### src/rtl/mm_initiator.sv
// ============================================================================
// mm_initiator : Avalon-style MM bus initiator with in-order read responses,
//                outstanding-read tracking and a sticky response timeout.
// Revision     : 1.0
// ============================================================================
`default_nettype none

module mm_initiator #(
  parameter int ADDR_W          = 32,
  parameter int DATA_W          = 32,
  parameter int MAX_OUTSTANDING = 4,
  parameter int TIMEOUT         = 1024
) (
  input  logic                clk,
  input  logic                reset,
  input  logic                cmd_valid,
  output logic                cmd_ready,
  input  logic                cmd_write,
  input  logic [ADDR_W-1:0]   cmd_addr,
  input  logic [DATA_W-1:0]   cmd_wdata,
  input  logic [DATA_W/8-1:0] cmd_be,
  output logic [ADDR_W-1:0]   address,
  output logic                read,
  output logic                write,
  output logic [DATA_W-1:0]   writedata,
  output logic [DATA_W/8-1:0] byteenable,
  input  logic                waitrequest,
  input  logic [DATA_W-1:0]   readdata,
  input  logic                readdatavalid,
  output logic                rsp_valid,
  output logic [DATA_W-1:0]   rsp_data,
  output logic [3:0]          outstanding,
  output logic                timeout
);

  localparam int BE_W  = DATA_W / 8;
  localparam int CNT_W = $clog2(TIMEOUT);

  typedef enum logic [1:0] {
    S_IDLE  = 2'd0,
    S_ISSUE = 2'd1,
    S_DRAIN = 2'd2
  } state_t;

  state_t             state_q;
  logic               read_q, write_q;
  logic [ADDR_W-1:0]  addr_q;
  logic [DATA_W-1:0]  wdata_q;
  logic [BE_W-1:0]    be_q;
  logic [3:0]         outst_q, outst_d;
  logic               rsp_valid_q;
  logic [DATA_W-1:0]  rsp_data_q;
  logic               timeout_q;
  logic [CNT_W-1:0]   tcnt_q, tcnt_d;
  logic               accept, rd_done, rdv_ok, tcnt_clr, tcnt_max;

  // A read is refused when it would push the in-flight count past the limit.
  assign cmd_ready = !reset && (state_q == S_IDLE) && !timeout_q &&
                     (cmd_write || (outst_q < 4'(MAX_OUTSTANDING)));
  assign accept    = cmd_valid && cmd_ready;
  assign rd_done   = (state_q == S_ISSUE) && read_q && !waitrequest;
  assign rdv_ok    = readdatavalid && (outst_q != 4'd0);

  always_comb begin
    outst_d = outst_q;
    case ({rd_done, rdv_ok})
      2'b10:   outst_d = outst_q + 4'd1;
      2'b01:   outst_d = outst_q - 4'd1;
      default: outst_d = outst_q;
    endcase
  end

  assign tcnt_clr = readdatavalid || (outst_q == 4'd0);
  assign tcnt_max = (tcnt_q == CNT_W'(TIMEOUT - 1));

  always_comb begin
    tcnt_d = tcnt_q;
    if (tcnt_clr)      tcnt_d = '0;
    else if (!tcnt_max) tcnt_d = tcnt_q + 1'b1;
  end

  always_ff @(posedge clk) begin
    if (reset) begin
      state_q     <= S_IDLE;
      read_q      <= 1'b0;
      write_q     <= 1'b0;
      addr_q      <= '0;
      wdata_q     <= '0;
      be_q        <= '0;
      outst_q     <= 4'd0;
      rsp_valid_q <= 1'b0;
      rsp_data_q  <= '0;
      timeout_q   <= 1'b0;
      tcnt_q      <= '0;
    end else begin
      outst_q     <= outst_d;
      tcnt_q      <= tcnt_d;
      rsp_valid_q <= rdv_ok;
      if (rdv_ok) rsp_data_q <= readdata;
      if (!tcnt_clr && tcnt_max) timeout_q <= 1'b1;

      case (state_q)
        S_IDLE: begin
          if (accept) begin
            addr_q  <= cmd_addr;
            wdata_q <= cmd_wdata;
            be_q    <= cmd_be;
            // Writes wait behind pending reads so they are never reordered.
            if (cmd_write && (outst_q != 4'd0)) begin
              state_q <= S_DRAIN;
            end else begin
              read_q  <= !cmd_write;
              write_q <= cmd_write;
              state_q <= S_ISSUE;
            end
          end
        end
        S_DRAIN: begin
          if (outst_q == 4'd0) begin
            write_q <= 1'b1;
            state_q <= S_ISSUE;
          end
        end
        S_ISSUE: begin
          if (!waitrequest) begin
            read_q  <= 1'b0;
            write_q <= 1'b0;
            state_q <= S_IDLE;
          end
        end
        default: state_q <= S_IDLE;
      endcase
    end
  end

  assign address     = addr_q;
  assign read        = read_q;
  assign write       = write_q;
  assign writedata   = wdata_q;
  assign byteenable  = be_q;
  assign rsp_valid   = rsp_valid_q;
  assign rsp_data    = rsp_data_q;
  assign outstanding = outst_q;
  assign timeout     = timeout_q;

endmodule

`default_nettype wire

### config.mk
export PLATFORM = sky130hd
export DESIGN_NAME = mm_initiator
export DESIGN_NICKNAME = d
export VERILOG_FILES = /design/src/rtl/mm_initiator.sv
export SDC_FILE = /design/constraint.sdc
export NUM_CORES = 1
export LEC_CHECK = 0
export BUFFER_PORTS_ARGS = -buffer_cell sky130_fd_sc_hd__buf_4
export CAP_MARGIN = 5
export CORE_MARGIN = 2
export CORE_UTILIZATION = 50
export CTS_CLUSTER_DIAMETER = 150
export DETAILED_ROUTE_END_ITERATION = 6
export PLACE_DENSITY = 0.82
export SKIP_LAST_GASP = 1
export SYNTH_ARGS = -nofsm -noshare
export SYNTH_HDL_FRONTEND = slang
export SYNTH_SLANG_ARGS = --single-unit
### constraint.sdc
create_clock -name clk -period 6.9 [get_ports clk]
set_clock_uncertainty 0.2 [all_clocks]
set_input_delay 0.345 -clock clk [delete_from_list [all_inputs] [get_ports clk]]
set_output_delay 0.345 -clock clk [all_outputs]
set_load 0.05 [all_outputs]
==> results.md <==
- Worst Max-Slew Pin Slew: 1160 ps
- Syn Inst Count: roughly 560
- Layout cells sized above 1: about 29%
- Status: completed
- Final setup viols: 0
- Total power: around 0.0019 W
- Switching Fraction: between 30% and 40%
- Ports: 215
- Post-synth top area cell: dfxtp_1
- Leakage: between 3 and 4 nW
- Synth Area in Compound Gates: between 15 and 20%
- CTS clk-pin slew, worst paths: around 60 ps
- Post-CTS Setup Inserts: 0
- Syn. warnings: 0
- Number of core rows: 34
- Clk_lat worst skew: just over 500 ps
- Total GRT Usage: 34.4%
- Final wirelength: around 18000 um
- Crit Path Category: flip-flop to flip-flop
- WL/cell: between 15 and 20 um
- Buf+Inv Stages, Crit Path: 1
- Synth unique cells: 45
- Slew Limit Fails: 0
- Routed vias/inst: between 5 and 6
- Share of the synthesized area in the top cell type: 53.0%
- Worst setup EP type: flip-flop
- Area contributors post-synth: dfxtp_1 (53%), nand2_1 (17%), a21oi_1 (12%)
- Largest family of logic cells by synthesized area: simple AND/OR/NAND/NOR gates
- Final Hold Viols: 0
- Most numerous cell in the Yosys netlist: nand2_1
- Final nets: between 900 and 1000
- Chip Width: ~99 um
- Die Y-Extent: 99.2 um
- Area growth from synthesis to layout: 69.5%
- Min-Delay Path Class: primary input to flip-flop
- H-tree lvl count: 4
- Inserted Diodes: 0
- Slowest-stage cell, CP: nand2_1
- CTS max path bufs: 2
- Mapped Nets: roughly 680
- Post-synthesis sequential area ratio: between 50% and 60%
- Core box area: around 8800 sq um
- Post-synthesis adder-cell area fraction: 2.21%
- Most common flop cell mapped by yosys: dfxtp_1
- Pin count of the biggest net entering global routing: around 110
- Crit path launch type: flip-flop
- Worst vdd rail ir drop: between 0.15 and 0.2 mV
- Starting Density: around half
- Max_cap viols: 0
- DRT iter0 DRCs: between 200 and 300
- Reg power frac: 38.7%
- Mapped cell area: about 4500 sq um
- Global placement routability congestion: between 0.8 and 0.9
- Fin area: between 7000 and 8000 sq um
- Fin Setup TNS: 0 ps
- Psw: roughly 0.00058 W
- Post-route clock period utilization: between 60% and 70%
- ANT nets after route: 0
- Port Buffers: between 200 and 250
- Initial antenna violation count: 0
- Max Fclk: roughly 220 MHz
- Synth cell count leaders: nand2_1 (207), dfxtp_1 (120), a21oi_1 (108)
- Via count: between 5000 and 6000
- WP data arrival: between 4000 and 5000 ps
- Root Buffer: clkbuf_8
- Pre-CTS WS: 2460 ps
- First-pass GRT wire length: ~27000 um
- Syn_area_per_cell: approximately 8.0 sq um
- Min Tclk post-route: 4610 ps
- WP data required: between 7000 and 8000 ps
- Clock power frac: about two fifths
- Clock sinks: between 100 and 150
- Total CTS buffers: 17
- DRC: 0
- Drt pass-1 iters: 5
- Placed Area: 6130 sq um
- Final worst slack: around 2300 ps
- Simple logic cell fraction of the synthesized area: around 23%
- CTS tree: done
- Pwr Density: about 250 nW/um^2
- CP Cell Sequence: or4_4 -> nand2_1 -> inv_1 -> ha_1 -> xor2_1 -> ha_1 -> a21oi_1 -> xor2_1 -> or3_1 -> a21oi_1
- Mux cell area share after synthesis: less than 1%
- Post-Synth XOR/XNOR Area: around 1.2%
- Min Hold Slack: about 75 ps
- RSZ-0062 raised after global routing: no
- Die footprint: slightly below 10000 sq um
- Pint: roughly 0.0014 W
- Slew headroom: a little under a quarter
- Post-synth EDFFs: 0
- Delay-heaviest family, CP: simple AND/OR/NAND/NOR gates
- Biggest cell delay along the critical path: ~850 ps
- Total grt overflow: 0
- Crit path max fanout: 34
- Comb pwr share: 19.5%
- Vias in the first global route: 5457
- Ys async rst share: 0%
- Dpl hpwl: slightly below 9000 um
- Register bit total from synthesis: 120
layer usage:
layer | vias up | track usage (%) | wire length [um]
li1 | 2467 | - | -
met1 | 2494 | 38.1 | 6460
met2 | 342 | 61.6 | 8810
met3 | 60 | 8.85 | 1550
met4 | 0 | 15.6 | 733
met5 | - | 0 | 0
sequential cells by signal, summed over array words and instances (netlist names):
register	flops
address	32
rsp_data	32
timeout	1
byteenable	4
writedata	32
write	1
outstanding	4
tcnt_q	10
rsp_valid	1
state_q	2
read	1
cells in the final DEF, fill, tap and decap left out, drive strengths merged, types with 2 or more instances in the layout:
cell type    Yosys  layout
a211oi           2       2
a21oi          108     108
a31oi            6       6
and2             4       4
and3             2       2
buf             12     216
clkbuf          25      17
clkinv           0       7
clkinvlp         0       4
dfxtp          120     120
dlygate4sd3      0     101
ha               8       8
inv              7       9
mux2i            2       2
nand2          207     207
nand2b           2       2
nand3            6       6
nor2             9       9
nor3             2       2
nor4             2       2
nor4b            2       2
o21ai            7       7
or2              3       3
or3              3       3
xnor2            3       3
xor2             3       3
through the flow:
| step | std cells | util (%) |
|---|---|---|
| 2_1_floorplan | 564 | - |
| 3_3_place_gp | 851 | 69.9 |
| 3_5_place_dp | 851 | 69.9 |
| 4_1_cts | 983 | 87.7 |
| 5_1_grt | 983 | 87.7 |
| 6_report | 983 | 87.7 |
cell type report:
type	instances	area (sq um)
repair buffers	317	2630
flip-flops and latches	120	2400
multi-input cells	400	1940
fillers	405	1080
clock buffers	17	414
well taps	108	135
clock inverters	14	128
inverters	7	26.3
path summary, 6_finish.rpt:
| kind | from | end | slack, ps | cells past startpoint |
|---|---|---|---|---|
| hold / removal | readdatavalid | tcnt_q[4] | 70 | 5 |
| hold reg to reg | rsp_data[27] | rsp_data[27] | 250 | 2 |
| setup reg to reg | outstanding[1] | outstanding[2] | 2290 | 10 |
| setup / recovery | outstanding[1] | outstanding[2] | 2290 | 10 |
timing repair:
| item | in CTS | in global routing |
|---|---|---|
| hold buffers | 101 | 0 |
| gates resized for setup | 0 | 0 |
| endpoints found under the hold margin | 101 | 0 |
kinds of logic after synthesis:
logic type      after synthesis
xor+xnor                      6
fa+ha+maj                     8
simple gates                249
flops                       120
mux                           3
compound gates              134
buf+inv                      44
power by group through the flow:
stage	Sequential (W)	Combinational [W]	Clock, W
2_1_floorplan	0.000862	0.0000951	0
3_3_place_gp	0.000757	0.000311	0
3_5_place_dp	0.000758	0.000316	0
4_1_cts	0.000744	0.000363	0.000807
5_1_grt	0.000750	0.000396	0.000842
6_report	0.000747	0.000377	0.000806
worst register-to-register path, stage by stage (launching register included):
cell and delay, ps:
dfxtp_1 410, or4_4 560, nand2_1 850, inv_1 810, ha_1 550, xor2_1 170
ha_1 190, a21oi_1 180, xor2_1 120, or3_1 330, a21oi_1 160
Note: power is estimated with default switching activity, not from simulation.
